<file path="src/rtl/keyboard_scanner.sv">
// keyboard_scanner: maps NUM_KEYS raw board buttons to 16-bit Hack keycodes
// for the memory-mapped KBD register.
// Per-button path: two-flop synchroniser -> counter debounce -> priority
// encoder (highest index wins) -> registered keycode plus a one-cycle
// new-key strobe.
// Optional auto-repeat of key_valid is built only when KEYBOARD_REPEAT_EN
// is defined (adds REPEAT_DELAY / REPEAT_PERIOD parameters).
module keyboard_scanner #(
    parameter int                      NUM_KEYS        = 3,
    parameter int                      DEBOUNCE_CYCLES = 65536,
    parameter int                      CNT_W           = 17,
    parameter logic [NUM_KEYS*16-1:0]  KEYCODES        = {16'd130, 16'd140, 16'd132}
`ifdef KEYBOARD_REPEAT_EN
    ,
    parameter int                      REPEAT_DELAY    = 25_000_000,
    parameter int                      REPEAT_PERIOD   = 2_500_000
`endif
) (
    input  logic                clk,
    input  logic                resetn,
    input  logic [NUM_KEYS-1:0] buttons,
    output logic [15:0]         out,
    output logic                key_valid,
    output logic [NUM_KEYS-1:0] pressed
);

    localparam int unsigned      NK      = NUM_KEYS;
    // Counter value on which the next disagreeing cycle completes the debounce.
    localparam logic [CNT_W-1:0] DB_LAST = CNT_W'(DEBOUNCE_CYCLES - 1);

    logic [NUM_KEYS-1:0]            sync1_q;
    logic [NUM_KEYS-1:0]            sync2_q;
    logic [NUM_KEYS-1:0]            pressed_q;
    logic [NUM_KEYS-1:0]            pressed_d;
    logic [NUM_KEYS-1:0][CNT_W-1:0] cnt_q;
    logic [NUM_KEYS-1:0][CNT_W-1:0] cnt_d;
    logic [15:0]                    out_q;
    logic [15:0]                    code_d;
    logic                           key_valid_q;
    logic                           key_valid_d;
    logic                           new_code;
    logic                           rpt_fire;

    // Two-stage synchroniser for the asynchronous button levels.
    always_ff @(posedge clk) begin
        if (!resetn) begin
            sync1_q <= '0;
            sync2_q <= '0;
        end else begin
            sync1_q <= buttons;
            sync2_q <= sync1_q;
        end
    end

    // Per-button debounce: count consecutive disagreeing cycles, flip on the last one.
    always_comb begin
        pressed_d = pressed_q;
        cnt_d     = '0;
        for (int unsigned i = 0; i < NK; i++) begin
            if (sync2_q[i] != pressed_q[i]) begin
                if (cnt_q[i] == DB_LAST) begin
                    pressed_d[i] = ~pressed_q[i];
                end else begin
                    cnt_d[i] = cnt_q[i] + CNT_W'(1);
                end
            end
        end
    end

    // Debounced state and counters; reset discards any partial count.
    always_ff @(posedge clk) begin
        if (!resetn) begin
            pressed_q <= '0;
            cnt_q     <= '0;
        end else begin
            pressed_q <= pressed_d;
            cnt_q     <= cnt_d;
        end
    end

    // Priority encoder: later (higher) indices overwrite, zero-code entries are skipped.
    always_comb begin
        code_d = '0;
        for (int unsigned i = 0; i < NK; i++) begin
            if (pressed_q[i] && (KEYCODES[16*i +: 16] != 16'd0)) begin
                code_d = KEYCODES[16*i +: 16];
            end
        end
    end

    // A new nonzero code different from the current one is a fresh key event.
    always_comb begin
        new_code    = (code_d != 16'd0) && (code_d != out_q);
        key_valid_d = new_code | rpt_fire;
    end

`ifdef KEYBOARD_REPEAT_EN
    localparam logic [31:0] RPT_DELAY_LAST  = 32'(REPEAT_DELAY - 1);
    localparam logic [31:0] RPT_PERIOD_LAST = 32'(REPEAT_PERIOD - 1);

    logic [31:0] rpt_cnt_q;
    logic [31:0] rpt_cnt_d;
    logic        rpt_first_q;
    logic        rpt_first_d;
    logic        hold;

    // Repeat timer: restarts on any change of out; first interval is the delay, then the period.
    always_comb begin
        hold        = (code_d != 16'd0) && (code_d == out_q);
        rpt_cnt_d   = '0;
        rpt_first_d = 1'b1;
        rpt_fire    = 1'b0;
        if (hold) begin
            if (rpt_cnt_q == (rpt_first_q ? RPT_DELAY_LAST : RPT_PERIOD_LAST)) begin
                rpt_fire    = 1'b1;
                rpt_first_d = 1'b0;
            end else begin
                rpt_cnt_d   = rpt_cnt_q + 32'd1;
                rpt_first_d = rpt_first_q;
            end
        end
    end

    // Repeat timer state.
    always_ff @(posedge clk) begin
        if (!resetn) begin
            rpt_cnt_q   <= '0;
            rpt_first_q <= 1'b1;
        end else begin
            rpt_cnt_q   <= rpt_cnt_d;
            rpt_first_q <= rpt_first_d;
        end
    end
`else
    // Without auto-repeat the strobe only reports new codes.
    always_comb begin
        rpt_fire = 1'b0;
    end
`endif

    // Registered keycode and strobe.
    always_ff @(posedge clk) begin
        if (!resetn) begin
            out_q       <= '0;
            key_valid_q <= 1'b0;
        end else begin
            out_q       <= code_d;
            key_valid_q <= key_valid_d;
        end
    end

    assign out       = out_q;
    assign key_valid = key_valid_q;
    assign pressed   = pressed_q;

endmodule
</file>
<file path="config.mk">
export PLATFORM = sky130hd
export DESIGN_NAME = keyboard_scanner
export DESIGN_NICKNAME = d
export VERILOG_FILES = /design/src/rtl/keyboard_scanner.sv
export SDC_FILE = /design/constraint.sdc
export NUM_CORES = 1
export LEC_CHECK = 0
export ABC_AREA = 1
export CORE_MARGIN = 2
export CORE_UTILIZATION = 30
export DETAILED_ROUTE_END_ITERATION = 7
export SLEW_MARGIN = 30
export SYNTH_ARGS = -nofsm -noshare
export SYNTH_HDL_FRONTEND = slang
export SYNTH_SLANG_ARGS = --single-unit
</file>
<file path="constraint.sdc">
create_clock -name clk -period 2 [get_ports clk]
set_input_delay 0.2 -clock clk [delete_from_list [all_inputs] [get_ports clk]]
set_output_delay 0.2 -clock clk [all_outputs]
set_load 0.03 [all_outputs]
</file>
# After elaboration in Yosys (flattened, before gate mapping)
# Index checks and enable logic that the tools add are counted.
# classes
addsub	3
n_eq_ne	7
mux	3
n_bitwise	7
reduce_logical	8
# op_table
operator	n
adder 17 x 1 -> 17 bit, second input constant	3
== test 17 x 16 -> 1 bit, second input constant	3
two-way mux 16 bit	2
!= test 16 bit	1
nonzero test 16 bit	1
OR reduction 3 bit	3
two-way mux 8 bit	1
inverter 1 bit	7
AND reduction 2 bit	3
!= test 1 bit	3
logical AND 1 bit	1
# totals
register_bits	77
in_bits	5
output_inout_bits	20
elab_cells	38

# Depth between registers and ports, before layout
# Gate-level depths: netlist of the first run.
# logic_depth
word_depth	5
depth_mapped	11
depth_no_buf	11

# Least setup slack after synthesis of the first run
# Ideal clock, no wire load.
# synth_timing
kind	register to register
startpoint	register cnt_q[0] (netlist name)
endpoint	register cnt_q[3] (netlist name)
setup_ps	58
t_arrival_ps	1763
t_required_ps	1942
slack_ps	179
path_stages_with_launch	12
n_path_buf	1
synth_period_minus_slack_ps	1821
cell_sequence	dfxtp_1 > ha_1 > nand2_1 > nor2_4 > and2_1 > and3_1 > ha_1 > nor2_1 > nand3_1 > buf_2 > a21oi_1 > o21a_1
# synth_between
elab_chain_len	2
word_cells_on_any_way	3
cone_classes	1 x add/sub; 1 x eq/ne; 1 x reduce/logical
# synth_lines
item	line_no	text
start, declared	35	logic [NUM_KEYS-1:0][CNT_W-1:0] cnt_q;
start signal, assigned	77	cnt_q <= cnt_d;
branches (longest 2 deep; another with adder 17 x 1 -> 17 bit)	-	
# Several ways; the timed one is not identified.
# A chain may end at the register's enable or synchronous reset.

# Final worst setup path of the first run
# Same ends and word-level chain as after synthesis.

==> impl_metrics.sql, run 1 <==
INSERT INTO impl_metrics (metric_group, metric, value, unit) VALUES
('global_routing', 'grt_max_degree', '13', ''),
('route', 'via_per_inst', '4.209', ''),
('worst_setup_path', 'worst_ep_required_time', '2280', 'ps'),
('layout', 'fillers', '1061', ''),
('pwr', 'power.static_leakage', '1.285', 'nW'),
('clock_network', 'clock_tree_from_tritoncts', 'yes', ''),
('placed_design', 'port_bufs', '12', ''),
('worst_setup_path', 'rr_startpoint', 'cnt_q[0]', ''),
('worst_setup_path', 'timing.critical_path.mode_cell', 'sky130_fd_sc_hd__ha_1', ''),
('floorplanning', 'core.rowCount', '36', ''),
('clock_network', 'clock-root-buffer', 'sky130_fd_sc_hd__clkbuf_8', ''),
('worst_setup_path', 'path_cells', 'ha_1 -> nand2_2 -> nor2_4 -> and2_1 -> and3_1 -> ha_1 -> nor2_1 -> nand3_2 -> buf_6 -> a21oi_1 -> o21a_1', ''),
('route', 'finalWirelength', '5789', 'um'),
('global_routing', 'grt_util_all_layers', '0.1148', ''),
('run_status', 'outcome', 'finished, final reports clean', ''),
('yosys', 'yosys_warnings', '0', ''),
('clock_network', 'clockBufferDepth', '2', ''),
('route', 'routed_wire_length_per_instance', '9.475', 'um'),
('layout', 'drive_above_1_share', '0.1192', ''),
('sta', 'setup_violating_endpoint_count_in_the_final_report', '0', ''),
('yosys', 'yosysMostFrequentCell', 'sky130_fd_sc_hd__nand2_1', ''),
('floorplanning', 'io_pins', '25', ''),
('yosys', 'ys_seq_area_frac', '0.4254', ''),
('floorplanning', 'effective_utilization_at_floorplan', '0.3115', ''),
('yosys', 'cell_accounting_for_the_most_synthesized_area', 'sky130_fd_sc_hd__dfxtp_1', ''),
('route', 'detail_route.drc_violations', '0', ''),
('worst_setup_path', 'timing_worst_setup_path_type', 'reg2reg', ''),
('floorplanning', 'die_w', '105.0', 'um'),
('placed_design', 'globalplace.congestion', '0.7861', ''),
('worst_setup_path', 'critical-path-slowest-cell', 'sky130_fd_sc_hd__dfxtp_1', ''),
('yosys', 'ys_top_cells_by_count', '107 x sky130_fd_sc_hd__nand2_1, 90 x sky130_fd_sc_hd__nor2_1, 65 x sky130_fd_sc_hd__dfxtp_1', ''),
('sta', 'period_share', '0.9414', ''),
('layout', 'syn2layout_area_growth', '18.16', '%'),
('yosys', 'yosys.cell_types.count', '31', ''),
('worst_setup_path', 'critPathCaptureType', 'flip-flop', ''),
('yosys', 'number_of_synthesized_flops_with_an_enable_pin', '0', ''),
('yosys', 'synth-main-ff-cell', 'sky130_fd_sc_hd__dfxtp_1', ''),
('sta', 'postLayoutSetupSlackWorst', '117.2', 'ps'),
('worst_setup_path', 'cp.arrival', '2160', 'ps'),
('sta', 'hold_ws', '397.4', 'ps'),
('clock_network', 'cts_max_level', '3', ''),
('layout', 'insertedDiodeCount', '0', ''),
('worst_setup_path', 'crit_start', 'cnt_q[0]', ''),
('sta', 'finalHoldViolCount', '0', ''),
('yosys', 'synth.cell_area', '3059', 'um^2'),
('worst_setup_path', 'worst_setup_path_start_kind', 'flip-flop', ''),
('layout', 'area_of_the_multi_input_gates', '1468', 'um^2'),
('layout', 'final_stage_net_count', '484', ''),
('global_routing', 'via_count_of_the_first_global_routing_pass', '2407', ''),
('clock_network', 'insertion_delay', '350', 'ps'),
('floorplanning', 'die_outline_area', '11020', 'um^2'),
('clock_network', 'hold_buffers', '0', ''),
('route', 'detail-route-antenna-nets', '0', ''),
('sta', 'slew_violations', '0', ''),
('worst_hold_path', 'worst_hold_startpoint', 'buttons[0]', ''),
('worst_hold_path', 'hp-class', 'in2reg', ''),
('yosys', 'syn_avg_cell_area', '6.906', 'um^2'),
('global_routing', 'wire_length_of_the_first_global_routing_pass', '10350', 'um'),
('yosys', 'async_set_reset_flop_share_out_of_synthesis', '0', ''),
('floorplanning', 'die_height', '105.0', 'um'),
('yosys', 'synthesized_flop_and_latch_total', '65', ''),
('placed_design', 'pre_cts_slack', '30.22', 'ps'),
('pwr', 'power.ir.vdd_worst', '323.3', 'uV'),
('sta', 'timing.final.crit_period', '1883', 'ps'),
('sta', 'max_freq', '531.1', 'MHz'),
('yosys', 'post-synth-top-area-fraction', '0.4254', ''),
('pwr', 'pwr_density_cell', '727.9', 'nW/um^2'),
('route', 'first_pass_iters', '4', ''),
('layout', 'seqCellArea', '1301', 'um^2'),
('floorplanning', 'core', '9819', 'um^2'),
('global_routing', 'antenna_violations_before_repair', '0', '');
[worst max-delay path: cells and delay by family, from the launching register on]
kind / cells / cell delay, ps
DFF: 1 / 320
adders and majority gates: 2 / 410
and+or+nand+nor: 6 / 690
AOI/OAI and AO/OA: 2 / 240
buffers and inverters: 1 / 160
[metrics by stage]
stage | std cells | area, um^2 | utilization | setup TNS [ps]
finish | 611 | 3615 | 0.3681 | 0
global placement | 592 | 3349 | 0.3411 | 0
CTS | 608 | 3567 | 0.3633 | 0
global route | 611 | 3615 | 0.3681 | -4.995
detailed placement | 592 | 3349 | 0.3411 | 0
floorplan | 454 | 3100 | - | 0
[final timing paths]
check | end | slack, ps | cells after the start
max | cnt_q[3] | 120 | 11
max reg2reg | cnt_q[3] | 120 | 11
min reg2reg | sync2_q[1] | 410 | 2
min | sync1_q[0] | 400 | 3
[repair_timing]
action | 4_1_cts | 5_1_grt
endpoints found under the setup margin | 1 | 42
pin swaps | 0 | 5
resized for setup | 1 | 8
buffers inserted | 0 | 3
[layer usage]
metal  wire length (um)  GRT usage  vias to the layer above  share of wire
li1                   -          -                     1406              -
met1               2920     0.1397                     1127           0.50
met2               2602     0.1869                       31           0.45
met3                158    0.03493                        8          0.027
met4                107    0.04952                        0          0.018
met5                  0          0                        -              0
[flip-flops by register name, indices dropped and copies added (netlist names)]
| signal | cells |
|---|---|
| key_valid | 1 |
| sync1_q | 3 |
| pressed | 3 |
| sync2_q | 3 |
| cnt_q | 51 |
| out | 4 |
[report_power, final]
part           internal (mW)  total, mW  switching, mW  leakage [nW]
clock                  0.702       1.24          0.543         0.106
combinational         0.0232     0.0820         0.0589         0.654
sequential              1.30       1.30        0.00358         0.525
total                   2.03       2.63          0.606          1.28
[cells by family (layout without fill, tap and decap cells)]
family | after synthesis | count (layout) | synth area share
AOI/OAI and AO/OA | 33 | 33 | 0.06094
xor gates and xnor gates | 2 | 2 | 0.005727
adders and majority gates | 6 | 6 | 0.02454
buffers and inverters | 78 | 102 | 0.1149
DFF | 65 | 65 | 0.4254
other | 1 | 12 | 0.001226
and+or+nand+nor | 258 | 258 | 0.3673
[layout by cell type (no fill, tap or decap), types with 3 or more instances in the layout]
| master | synthesis | layout |
|---|---|---|
| sky130_fd_sc_hd__a21oi_1 | 16 | 16 |
| sky130_fd_sc_hd__buf_4 | 13 | 10 |
| sky130_fd_sc_hd__clkbuf_8 | 0 | 9 |
| sky130_fd_sc_hd__clkdlybuf4s50_1 | 0 | 12 |
| sky130_fd_sc_hd__conb_1 | 1 | 12 |
| sky130_fd_sc_hd__dfxtp_1 | 65 | 65 |
| sky130_fd_sc_hd__ha_1 | 6 | 4 |
| sky130_fd_sc_hd__inv_1 | 60 | 59 |
| sky130_fd_sc_hd__nand2_1 | 107 | 105 |
| sky130_fd_sc_hd__nand2_2 | 3 | 5 |
| sky130_fd_sc_hd__nand3_1 | 18 | 16 |
| sky130_fd_sc_hd__nand3_2 | 3 | 5 |
| sky130_fd_sc_hd__nand3b_1 | 4 | 4 |
| sky130_fd_sc_hd__nand4_1 | 8 | 8 |
| sky130_fd_sc_hd__nor2_1 | 90 | 90 |
| sky130_fd_sc_hd__nor2_2 | 6 | 6 |
| sky130_fd_sc_hd__nor3_1 | 10 | 10 |
| sky130_fd_sc_hd__o21ai_0 | 9 | 9 |
| sky130_fd_sc_hd__o21ai_2 | 3 | 3 |
[cell type report]
cell class / count / area share
multi-input cells: 311 / 0.4060
flip-flops and latches: 65 / 0.3600
inverters: 62 / 0.06507
repair buffers: 24 / 0.06265
well taps: 133 / 0.04604
clock buffers: 9 / 0.03427
clock inverters: 7 / 0.02596
Power figures use the tool's default switching activity.
==> run 2: changes to the inputs <==
--- a/config.mk
+++ b/config.mk
@@ -8,7 +8,9 @@
 export ABC_AREA = 1
 export CORE_MARGIN = 2
 export CORE_UTILIZATION = 30
+export CTS_CLUSTER_DIAMETER = 120
 export DETAILED_ROUTE_END_ITERATION = 7
+export MAX_ROUTING_LAYER = met4
 export SLEW_MARGIN = 30
 export SYNTH_ARGS = -nofsm -noshare
 export SYNTH_HDL_FRONTEND = slang
==> impl_metrics.sql, run 2 (synthesized netlist as in run 1, its figures left out) <==
INSERT INTO impl_metrics (metric_group, metric, value, unit) VALUES
('clock_network', 'cts_max_level', '3', ''),
('floorplanning', 'io_pins', '25', ''),
('floorplanning', 'effective_utilization_at_floorplan', '0.3115', ''),
('placed_design', 'globalplace.congestion', '0.7970', ''),
('floorplanning', 'core.rowCount', '36', ''),
('layout', 'largest_register', 'cnt_q', ''),
('clock_network', 'insertion_delay', '350', 'ps'),
('route', 'route.vias.total', '2587', ''),
('floorplanning', 'die_w', '105.0', 'um'),
('layout', 'drive_above_1_share', '0.1192', ''),
('pwr', 'pwr_density_cell', '727.3', 'nW/um^2'),
('global_routing', 'grt_util_all_layers', '0.1177', ''),
('global_routing', 'wire_length_of_the_first_global_routing_pass', '10340', 'um'),
('global_routing', 'via_count_of_the_first_global_routing_pass', '2407', ''),
('worst_setup_path', 'critPathTopFamily', 'simple AND/OR/NAND/NOR gates', ''),
('clock_network', 'numCtsBuffers', '9', ''),
('sta', 'timing.final.crit_period', '1885', 'ps'),
('route', 'via_per_inst', '4.234', ''),
('sta', 'max_freq', '530.5', 'MHz'),
('floorplanning', 'die_height', '105.0', 'um'),
('layout', 'seqCellArea', '1301', 'um^2'),
('worst_setup_path', 'worst_ep_required_time', '2280', 'ps'),
('global_routing', 'antenna_violations_before_repair', '0', ''),
('clock_network', 'cts_clk_pin_slew_worst_paths', '70', 'ps'),
('worst_setup_path', 'critPathMaxStageDelay', '320', 'ps'),
('floorplanning', 'core', '9819', 'um^2'),
('sta', 'hold_ws', '398.7', 'ps'),
('pwr', 'power.ir.vdd_worst', '323.3', 'uV'),
('layout', 'final_cell_mix', '105 x sky130_fd_sc_hd__nand2_1, 90 x sky130_fd_sc_hd__nor2_1, 65 x sky130_fd_sc_hd__dfxtp_1', ''),
('global_routing', 'grt_max_degree', '13', ''),
('clock_network', 'hold_buffers', '0', ''),
('worst_setup_path', 'worst_setup_path_start_kind', 'flip-flop', ''),
('sta', 'period_share', '0.9425', ''),
('layout', 'fillers', '1061', ''),
('layout', 'finalCoreUtilization', '0.3681', ''),
('layout', 'largest_register_ffs', '51', ''),
('run_status', 'outcome', 'finished, final reports clean', ''),
('layout', 'final_stage_net_count', '484', ''),
('worst_setup_path', 'timing_worst_setup_path_type', 'reg2reg', ''),
('placed_design', 'pre_cts_slack', '30.22', 'ps'),
('worst_setup_path', 'critical-path-slowest-cell', 'sky130_fd_sc_hd__dfxtp_1', ''),
('job', 'cap_viol_max_count', '0', ''),
('layout', 'insertedDiodeCount', '0', ''),
('sta', 'setup_violating_endpoint_count_in_the_final_report', '0', ''),
('worst_setup_path', 'timing.critical_path.mode_cell', 'sky130_fd_sc_hd__ha_1', ''),
('clock_network', 'clockBufferDepth', '2', ''),
('placed_design', 'port_bufs', '12', ''),
('sta', 'timing.setup.tns', '0', 'ps'),
('clock_network', 'cts_num_sinks', '65', ''),
('route', 'drt_iter0_drc', '50', ''),
('clock_network', 'clock_tree_from_tritoncts', 'yes', ''),
('worst_setup_path', 'path_cells', 'ha_1 -> nand2_2 -> nor2_4 -> and2_1 -> and3_1 -> ha_1 -> nor2_1 -> nand3_2 -> buf_6 -> a21oi_1 -> o21a_1', ''),
('sta', 'postLayoutSetupSlackWorst', '114.9', 'ps'),
('placed_design', 'detail_placement_hpwl', '4302', 'um'),
('global_routing', 'total_global_routing_overflow', '0', ''),
('layout', 'syn2layout_area_growth', '18.16', '%'),
('worst_hold_path', 'hp-class', 'in2reg', ''),
('sta', 'finalHoldViolCount', '0', ''),
('layout', 'area_of_the_multi_input_gates', '1468', 'um^2'),
('pwr', 'power.static_leakage', '1.285', 'nW'),
('sta', 'slew_violations', '0', ''),
('route', 'detail_route.drc_violations', '0', ''),
('route', 'finalWirelength', '5783', 'um'),
('worst_setup_path', 'critPathCaptureType', 'flip-flop', ''),
('worst_setup_path', 'cp.arrival', '2160', 'ps'),
('worst_setup_path', 'critical_path_buf_inv_count', '1', ''),
('floorplanning', 'die_outline_area', '11020', 'um^2'),
('sta', 'worst_clock_skew', '14.19', 'ps'),
('route', 'routed_wire_length_per_instance', '9.465', 'um'),
('route', 'detail-route-antenna-nets', '0', ''),
('clock_network', 'clock-root-buffer', 'sky130_fd_sc_hd__clkbuf_8', ''),
('worst_setup_path', 'critical_path_peak_fanout', '10', ''),
('layout', 'mostFrequentLayoutCell', 'sky130_fd_sc_hd__nand2_1', ''),
('route', 'first_pass_iters', '4', '');
## run 2: path summary, 6_finish.rpt
kind | start | to | slack, ps | cells past startpoint
worst max-delay path | cnt_q[0] | cnt_q[3] | 110 | 11
worst min-delay path | buttons[0] | sync1_q[0] | 400 | 3
worst max register to register | cnt_q[0] | cnt_q[3] | 110 | 11
worst min register to register | sync1_q[1] | sync2_q[1] | 410 | 2
## run 2: timing repair
action / in CTS / in global routing
pin swaps: 0 / 5
gates resized for setup: 1 / 8
setup endpoints to repair: 1 / 42
setup buffers: 0 / 3
## run 2: per-layer routing
| metal | wire length [um] | part of all wire | track usage |
|---|---|---|---|
| met3 | 164 | 0.028 | 0.02745 |
| met2 | 2602 | 0.45 | 0.1869 |
| met4 | 116 | 0.020 | 0.05810 |
| met5 | 0 | 0 | - |
| met1 | 2899 | 0.50 | 0.1397 |
## run 2: per-stage QoR
stage                     area (um^2)  power, mW  instances
after global routing             3615      2.729        611
after detailed placement         3349      1.414        592
after floorplan                  3100      1.410        454
final                            3615      2.629        611
after CTS                        3567      2.664        608
after global placement           3349      1.413        592
## run 2: layout make-up
class,instances,share of cell area
Multi-Input combinational cell,311,0.4060
Sequential cell,65,0.3600
Inverter,62,0.06507
Timing Repair Buffer,24,0.06265
Tap cell,133,0.04604
Clock buffer,9,0.03427
Clock inverter,7,0.02596
## run 2: where the power goes
| group | leakage [nW] | internal [mW] | total [mW] | switching (mW) |
|---|---|---|---|---|
| Clock | 0.106 | 0.702 | 1.24 | 0.541 |
| Sequential | 0.525 | 1.30 | 1.30 | 0.00355 |
| Combinational | 0.654 | 0.0232 | 0.0821 | 0.0589 |
## run 2: worst reg2reg max path: stages (launching register included)
cell                      delay [ps]
sky130_fd_sc_hd__dfxtp_1         320
sky130_fd_sc_hd__ha_1            210
sky130_fd_sc_hd__nand2_2         100
sky130_fd_sc_hd__nor2_4           50
sky130_fd_sc_hd__and2_1          160
sky130_fd_sc_hd__and3_1          150
sky130_fd_sc_hd__ha_1            210
sky130_fd_sc_hd__nor2_1          130
sky130_fd_sc_hd__nand3_2         110
sky130_fd_sc_hd__buf_6           160
sky130_fd_sc_hd__a21oi_1         110
sky130_fd_sc_hd__o21a_1          130
